### src/rtl/jtframe_debug_viewsel_pkg.sv
// jtframe_debug_viewsel_pkg
// Shared definitions for the debug view selector: FSM state encoding, search
// direction, the largest supported source count and the index stepping helper
// used while walking candidates.
package jtframe_debug_viewsel_pkg;

  // Upper bound on the number of selectable debug sources.
  localparam int MAX_NSRC = 8;

  // Bit positions inside the edge-detector bank.
  localparam int EV_NEXT   = 0;
  localparam int EV_PREV   = 1;
  localparam int EV_AUTO   = 2;
  localparam int EV_FREEZE = 3;
  localparam int EV_LVBL   = 4;
  localparam int EV_W      = 5;

  typedef enum logic {
    ST_IDLE   = 1'b0,
    ST_SEARCH = 1'b1
  } state_t;

  typedef enum logic {
    DIR_UP   = 1'b0,
    DIR_DOWN = 1'b1
  } dir_t;

  // Step an index one place in direction d, wrapping explicitly at last so
  // non-power-of-2 source counts work.
  function automatic logic [2:0] step_idx(input logic [2:0] v, input dir_t d,
                                          input logic [2:0] last);
    if (d == DIR_UP) return (v == last) ? 3'd0 : v + 3'd1;
    else             return (v == 3'd0) ? last : v - 3'd1;
  endfunction

endpackage

### src/rtl/jtframe_debug_edge.sv
// jtframe_debug_edge
// Bank of W single-register edge detectors. Each bit reports a rising edge
// (din & ~din_l) unless its FALL_MASK bit is set, in which case it reports a
// falling edge (~din & din_l). History registers clear to 0 on reset.
// Ports:
//   clk    system clock
//   rst_n  synchronous active-low reset
//   din    level inputs
//   ev     one-cycle edge events, combinational from din and its history
module jtframe_debug_edge #(
  parameter int             W         = 1,
  parameter logic [W-1:0]   FALL_MASK = '0
) (
  input  logic         clk,
  input  logic         rst_n,
  input  logic [W-1:0] din,
  output logic [W-1:0] ev
);

  logic [W-1:0] din_l;

  always_ff @(posedge clk) begin
    if (!rst_n) din_l <= '0;
    else        din_l <= din;
  end

  generate
    for (genvar gi = 0; gi < W; gi++) begin : g_bit
      if (FALL_MASK[gi]) begin : g_fall
        assign ev[gi] = ~din[gi] & din_l[gi];
      end else begin : g_rise
        assign ev[gi] = din[gi] & ~din_l[gi];
      end
    end
  endgenerate

endmodule

### src/rtl/jtframe_debug_viewsel.sv
// jtframe_debug_viewsel
// Chooses which core debug register drives the overlay value. Manual next/prev
// keys or a frame-timed auto scan start a search that skips sources whose
// src_req is low. The chosen source is sampled once per frame at the start of
// vertical blank so the overlay value never changes mid-frame.
// Ports:
//   clk, rst_n          clock, synchronous active-low reset
//   lvbl                vertical blank (low during blank); its fall is the frame tick
//   key_next/prev       level keys stepping the selection up/down
//   key_auto/freeze     level keys toggling auto scan / freezing view_data
//   src_req, src_data   per-source display request and 8-bit value
//   view_sel            selected source index
//   view_data           value latched from the selected source
//   view_valid          a latch has happened since reset
//   auto_on, frozen     mode flags
//   busy                candidate search in progress
module jtframe_debug_viewsel
  import jtframe_debug_viewsel_pkg::*;
#(
  parameter int NSRC   = 4,
  parameter int FRAMES = 60
) (
  input  logic              clk,
  input  logic              rst_n,
  input  logic              lvbl,
  input  logic              key_next,
  input  logic              key_prev,
  input  logic              key_auto,
  input  logic              key_freeze,
  input  logic [NSRC-1:0]   src_req,
  input  logic [8*NSRC-1:0] src_data,
  output logic [2:0]        view_sel,
  output logic [7:0]        view_data,
  output logic              view_valid,
  output logic              auto_on,
  output logic              frozen,
  output logic              busy
);

  localparam logic [2:0] IDX_LAST  = 3'(NSRC - 1);
  localparam logic [2:0] STEP_LAST = 3'(NSRC - 2);
  localparam logic [7:0] CNT_LAST  = 8'(FRAMES - 1);

  // Edge events for the four keys and the lvbl fall
  logic [EV_W-1:0] ev;

  jtframe_debug_edge #(
    .W         (EV_W),
    .FALL_MASK (5'b10000)
  ) u_edge (
    .clk   (clk),
    .rst_n (rst_n),
    .din   ({lvbl, key_freeze, key_auto, key_prev, key_next}),
    .ev    (ev)
  );

  // Pad the source buses to the maximum width so a 3-bit index is always legal
  logic [MAX_NSRC-1:0] req_pad;
  logic [7:0]          data_arr [MAX_NSRC];

  generate
    for (genvar gi = 0; gi < MAX_NSRC; gi++) begin : g_src
      if (gi < NSRC) begin : g_used
        assign req_pad[gi]  = src_req[gi];
        assign data_arr[gi] = src_data[8*gi +: 8];
      end else begin : g_pad
        assign req_pad[gi]  = 1'b0;
        assign data_arr[gi] = 8'd0;
      end
    end
  endgenerate

  state_t     state_reg;
  dir_t       dir_reg;
  logic [2:0] sel_reg, cand_reg, step_reg;
  logic [7:0] frame_cnt_reg, view_data_reg;
  logic       view_valid_reg, auto_on_reg, frozen_reg;

  logic next_ev, prev_ev, auto_ev, freeze_ev, tick;
  assign next_ev   = ev[EV_NEXT];
  assign prev_ev   = ev[EV_PREV];
  assign auto_ev   = ev[EV_AUTO];
  assign freeze_ev = ev[EV_FREEZE];
  assign tick      = ev[EV_LVBL];

  logic idle, manual_go, cnt_wrap, auto_go;
  dir_t start_dir;

  always_comb begin
    idle      = (state_reg == ST_IDLE);
    // Simultaneous next+prev cancel each other out
    manual_go = idle & (next_ev ^ prev_ev);
    cnt_wrap  = auto_on_reg & tick & (frame_cnt_reg == CNT_LAST);
    // Any manual key activity or a running search swallows the auto advance
    auto_go   = cnt_wrap & idle & ~next_ev & ~prev_ev;
    start_dir = (prev_ev & ~next_ev) ? DIR_DOWN : DIR_UP;
  end

  // Selection FSM: one candidate tested per cycle
  always_ff @(posedge clk) begin
    if (!rst_n) begin
      state_reg <= ST_IDLE;
      dir_reg   <= DIR_UP;
      sel_reg   <= 3'd0;
      cand_reg  <= 3'd0;
      step_reg  <= 3'd0;
    end else begin
      case (state_reg)
        ST_IDLE: begin
          if (manual_go || auto_go) begin
            dir_reg   <= start_dir;
            cand_reg  <= step_idx(sel_reg, start_dir, IDX_LAST);
            step_reg  <= 3'd0;
            state_reg <= ST_SEARCH;
          end
        end
        ST_SEARCH: begin
          if (req_pad[cand_reg]) begin
            sel_reg   <= cand_reg;
            state_reg <= ST_IDLE;
          end else if (step_reg == STEP_LAST) begin
            // Every other source declined: keep the current selection
            state_reg <= ST_IDLE;
          end else begin
            cand_reg <= step_idx(cand_reg, dir_reg, IDX_LAST);
            step_reg <= step_reg + 3'd1;
          end
        end
        default: state_reg <= ST_IDLE;
      endcase
    end
  end

  // Auto-scan mode and frame counter
  always_ff @(posedge clk) begin
    if (!rst_n) begin
      auto_on_reg   <= 1'b0;
      frame_cnt_reg <= 8'd0;
    end else if (auto_ev) begin
      auto_on_reg   <= ~auto_on_reg;
      frame_cnt_reg <= 8'd0;
    end else if (manual_go) begin
      frame_cnt_reg <= 8'd0;
    end else if (tick && auto_on_reg) begin
      frame_cnt_reg <= cnt_wrap ? 8'd0 : frame_cnt_reg + 8'd1;
    end
  end

  // Freeze flag and once-per-frame latch of the selected source
  always_ff @(posedge clk) begin
    if (!rst_n) begin
      frozen_reg     <= 1'b0;
      view_data_reg  <= 8'd0;
      view_valid_reg <= 1'b0;
    end else begin
      if (freeze_ev) frozen_reg <= ~frozen_reg;
      // src_req does not gate this: the overlay shows whatever sel points at
      if (tick && !frozen_reg) begin
        view_data_reg  <= data_arr[sel_reg];
        view_valid_reg <= 1'b1;
      end
    end
  end

  assign view_sel   = sel_reg;
  assign view_data  = view_data_reg;
  assign view_valid = view_valid_reg;
  assign auto_on    = auto_on_reg;
  assign frozen     = frozen_reg;
  assign busy       = (state_reg == ST_SEARCH);

endmodule

### config.mk
export PLATFORM = sky130hd
export DESIGN_NAME = jtframe_debug_viewsel
export DESIGN_NICKNAME = d
export VERILOG_FILES = /design/src/rtl/jtframe_debug_viewsel_pkg.sv /design/src/rtl/jtframe_debug_edge.sv /design/src/rtl/jtframe_debug_viewsel.sv
export SDC_FILE = /design/constraint.sdc
export NUM_CORES = 1
export LEC_CHECK = 0
export CAP_MARGIN = 40
export CORE_MARGIN = 3
export CORE_UTILIZATION = 50
export CTS_CLUSTER_SIZE = 28
export DETAILED_ROUTE_END_ITERATION = 16
export PLACE_DENSITY = 0.81
export SYNTH_ARGS = -nofsm -noshare
export SYNTH_HDL_FRONTEND = slang
export SYNTH_HIERARCHICAL = 1
export SYNTH_SLANG_ARGS = --single-unit
### constraint.sdc
create_clock -name clk -period 5.24 [get_ports clk]
set_input_delay 1.048 -clock clk [delete_from_list [all_inputs] [get_ports clk]]
set_output_delay 1.048 -clock clk [all_outputs]
set_load 0.03 [all_outputs]
=== After elaboration in Yosys (flattened, before gate mapping) ===
Cells that the tools add are included.
W data, S select, Z words.

* Register bits after elaboration: 35
* Input port bits: 43
* Output and inout bits: 15
* Word-level logic and storage cells: 86

* Add/sub/neg operators: 6
* Magnitude comparators: 2
* Equal/unequal tests: 7
* Mux-type cells: 25
* Bitwise logic cells: 25
* Reduce and logical (&&, ||, !) cells: 10

{| class="wikitable"
|+ Operators with widths
! cell !! count
|-
| $mux W3 || 12
|-
| $bmux W8 S3 || 1
|-
| $mux W8 || 3
|-
| $and A1 B1 Y1 || 12
|-
| $pmux W3 S2 || 2
|-
| $not A1 Y1 || 11
|-
| $add A3 B1 Y3 const B || 3
|-
| $eq A3 B2 Y1 const B || 3
|-
| $add A8 B1 Y8 const B || 1
|-
| $eq A8 B6 Y1 const B || 1
|-
| $logic_not A3 Y1 || 2
|-
| $sub A3 B1 Y3 const B || 2
|-
| $mux W1 || 5
|-
| $ge A4 B4 Y1 const B || 1
|-
| $lt A3 B4 Y1 const B || 1
|-
| $ne A2 B2 Y1 const B || 2
|-
| $not A3 Y4 || 1
|-
| $reduce_and A2 Y1 || 2
|-
| $bmux W1 S3 || 1
|-
| $reduce_and A3 Y1 || 1
|-
| $reduce_or A3 Y1 || 1
|-
| $logic_and A1 B1 Y1 || 2
|-
| $ne A2 B1 Y1 const B || 1
|-
| $pmux W1 S2 || 1
|-
| 3 further kinds || 3
|}

=== Longest topological paths before layout ===
* Depth in word-level cells: 10
* Depth in mapped cells: 8
* Depth with buffers taken out: 7

=== Cells and area by module ===
Netlist, hierarchy kept.

{| class="wikitable"
|+ By module, submodules not included
! module !! instances !! cells each !! area an instance (um2)
|-
| jtframe_debug_viewsel || 1 || 174 || 1,697.9
|-
| jtframe_debug_edge || 1 || 15 || 162.7
|}

=== Least setup slack after synthesis ===
Ideal clock, no wire load.

* Path type: input to register
* Start: input src_req[3]
* End: register step_reg[2]
* Setup time: 0.122 ns
* Arrival: 2.278 ns
* Path slack: 2.840 ns
* Stages: 4
* Path buffers: 0
* Cell sequence: mux4_2 a221oi_4 a21oi_4 a311o_1

* Longest elaborated chain between the ends: 4

{| class="wikitable"
|+ RTL lines
! what !! RTL line !! text
|-
| start: declaration || jtframe_debug_viewsel.sv:30 || <nowiki>input logic [NSRC-1:0] src_req,</nowiki>
|-
| $bmux W1 S3 || jtframe_debug_viewsel.sv:118 || <nowiki>if (req_pad[cand_reg]) begin</nowiki>
|-
| $mux W1 (implied by the code) || jtframe_debug_viewsel.sv:118 ||
|-
| $ne A2 B2 Y1 (no line) || -- ||
|-
| $reduce_and A3 Y1 (no line) || -- ||
|-
| end signal: assignment || jtframe_debug_viewsel.sv:126 || <nowiki>step_reg <= step_reg + 3'd1;</nowiki>
|-
| end: declaration || jtframe_debug_viewsel.sv:75 || <nowiki>logic [2:0] sel_reg, cand_reg, step_reg;</nowiki>
|}

No other way between the ends. The select of a mux whose other input is x is not followed.
A chain may end at the register's enable or synchronous reset.

=== Final worst setup path ===
* Start: input rst_n
* End: register frame_cnt_reg[2]

* Longest elaborated chain between the ends: 2

{| class="wikitable"
|+ RTL lines
! what !! RTL line !! text
|-
| start: declaration || jtframe_debug_viewsel.sv:24 || <nowiki>input logic rst_n,</nowiki>
|-
| $not A1 Y1 (no line) || -- ||
|-
| $reduce_or A3 Y1 (no line) || -- ||
|-
| end signal: assignment || jtframe_debug_viewsel.sv:145 || <nowiki>frame_cnt_reg <= cnt_wrap ? 8'd0 : frame_cnt_reg + 8'd1;</nowiki>
|-
| end: declaration || jtframe_debug_viewsel.sv:76 || <nowiki>logic [7:0] frame_cnt_reg, view_data_reg;</nowiki>
|}

No other way between the ends.

==> results.toml <==
[status]
status = "complete, no violations"

[clocking]
cts-root-buf = "clkbuf_8"
clk_transition_reported_paths_ns = 0.07
holdBufCountCts = 0
clk_path_buf_depth = 2
cts_made_buffers = 5
cts_tree = "built"
cts_sinks = 35
cts_setup_buffers = 0
cts-resized-gates = 0
cts_htree_levels = 2
clock_latency_ns = 0.29

[power_and_ir_drop]
p_leak_nw = 0.9797
ir_drop_uv = 145.3
power.density_nw_per_um2 = 257.2

[die]
die_width_um = 67
start_util = 0.5364
num_rows = 21
die-area_sq_um = 4489
core_sq_um = 3468
ios = 58
die_h_um = 67

[detailed_routing]
drt_first_iter_violations = 111
drcViolationCount = 0
postRouteAntennaNets = 0
wl_per_cell_um = 14.34
wirelength_mm = 4.216
vias_per_cell = 5.337
drtPass1Iterations = 4
vias = 1569

[cells_and_area]
final_core_util = 0.7406
fill_cells = 271
drive_gt1_frac = 0.09274
multiInputGateArea_sq_um = 1084
seq_area_sq_um = 700.7
nNetsFinal = 301
diodes = 0
area_delta_synth_final_pct = 38.06

[critical_path]
worstSetupPathType = "in2reg"
crit_chain = "clkdlybuf4s50_1 > clkinv_1 > a211o_1 > nand2b_1 > nor2_1"
end_kind = "flop"
r2r_slack_ns = 3.10
arrival_ns = 3.35
slowest_stage = "clkdlybuf4s50_1"
critical_path_required_ns = 5.46
cp_max_fo = 19
cpPeakStageDelay_ns = 0.80
critPathLaunchType = "primary input"

[sta]
finalClockSkew_ns = 0.008321
slew_violations = 0
tightest_slew_ns = 0.7138
fin_setup_tns_ns = 0
setup_viol = 0
hold_violations = 0
slew_headroom = 0.5235
worst_hold_slack_ns = 0.4462
worst_slack_ns = 2.113
timing.final.crit_share = 0.5968
fin_crit_ns = 3.127
clock.fmax_ghz = 0.3198
rsz0062_at_grt = "false"

[logic_synthesis]
yosysSeqAreaShare = 0.3766
yosys_warnings = 6
synth_area_leaders = "dfxtp_1, mux4_2, ha_1"
syn-num-nets = 243
syn_inst = 189
synth_area_per_cell_sq_um = 9.844
synth_top_cell_area_share = 0.3766
ys_types = 40
synth_top_cell_by_area = "dfxtp_1"
ys_ff_latch = 35
syn_area_sq_um = 1861

[grt]
grt_usage = 0.1972
grt_pass1_vias = 1452
antenna_found_initial = 0
grt_max_degree = 20
grt_pass1_wl_mm = 6.603
gr-total-overflow = 0

[place]
dp_slack_ns = 1.874
io_buffers = 57
dpl.hpwl_mm = 3.210
place.gp.congestion = 0.7834

[worst_hold_path]
hold_class = "reg2reg"

[flow_run]
drv_cap = 0
==> metal layers <==
metal | track usage | up-vias | share of wire
met1 | 0.2332 | 742 | 0.41
li1 | - | 788 | -
met3 | 0.06239 | 9 | 0.041
met2 | 0.3276 | 30 | 0.53
met4 | 0.07848 | 0 | 0.022
met5 | 0 | - | 0
==> power by group <==
group / total [W] / internal [W] / switching [W] / leakage (nW)
Sequential: 0.000298 / 0.000280 / 0.0000184 / 0.285
Combinational: 0.000147 / 0.0000815 / 0.0000653 / 0.644
Clock: 0.000216 / 0.000120 / 0.0000962 / 0.0505
Total: 0.000661 / 0.000481 / 0.000180 / 0.980
==> per-stage QoR <==
step | instance area (sq um) | cells | total power (W)
after global placement | 2465 | 286 | 0.0004497
final | 2569 | 294 | 0.0006606
after floorplan | 1861 | 189 | 0.0003909
after CTS | 2569 | 294 | 0.0006680
after global routing | 2569 | 294 | 0.0006976
after detailed placement | 2465 | 286 | 0.0004516
==> path summary, 6_finish.rpt <==
check / endpoint / start / cells past startpoint
hold reg to reg: view_valid / view_valid / 2
setup / recovery: frame_cnt_reg[2] / rst_n / 5
hold / removal: view_valid / view_valid / 2
setup reg to reg: cand_reg[0] / view_sel[0] / 7
==> layout by cell type, fill, tap and decap left out, types with 3 or more instances in the layout <==
cell and n:
clkbuf_8 7, nand3_1 5, a22oi_1 8, clkdlybuf4s50_1 57, xor2_1 7, and2_1 6
nand2_1 9, a21oi_1 5, nor2b_1 6, mux2i_1 6, mux4_2 9, ha_1 11
inv_1 12, nand4_1 3, nand2b_1 6, nor2_1 26, dfxtp_1 35
==> worst max-delay path: cells and delay by family <==
family / cells / cell delay [ns]
AO/OA/AOI/OAI: 1 / 0.48
AND/OR/NAND/NOR: 2 / 0.39
buffers and inverters: 2 / 1.42
==> Yosys cell counts, drive strengths merged <==
cell type / instances
dfxtp: 35
and2: 6
a21boi: 2
nand2b: 6
a211o: 1
nor4: 1
or3: 1
a32oi: 1
ha: 11
and4: 3
nand3: 5
buf: 1
a21oi: 6
nor2: 26
mux4: 9
a32o: 1
clkinv: 2
o311ai: 1
nand4: 3
clkbuf: 5
inv: 12
xnor2: 2
nor2b: 6
mux2i: 6
xor2: 7
o21ai: 1
nand2: 9
and3: 3
a221oi: 1
a41o: 1
a22oi: 8
a31o: 1
a221o: 2
a311o: 1
o221ai: 1
a21bo: 1
nor3: 1
==> layout make-up <==
cell class | count | area share
clock buffers | 7 | 0.03751
inverters | 14 | 0.02046
flip-flops and latches | 35 | 0.2728
well taps | 46 | 0.02241
clock inverters | 1 | 0.002923
repair buffers | 57 | 0.2221
multi-input cells | 134 | 0.4218
==> cells by family after synthesis <==
kind of cell | Yosys count | synth area share
buffers and inverters | 20 | 0.04102
AOI/OAI and AO/OA | 29 | 0.1352
and+or+nand+nor | 70 | 0.1896
adders and majority gates | 11 | 0.07397
xor gates and xnor gates | 9 | 0.04237
DFF | 35 | 0.3766
muxes | 15 | 0.1412
Note: power is estimated with default switching activity, not from simulation.
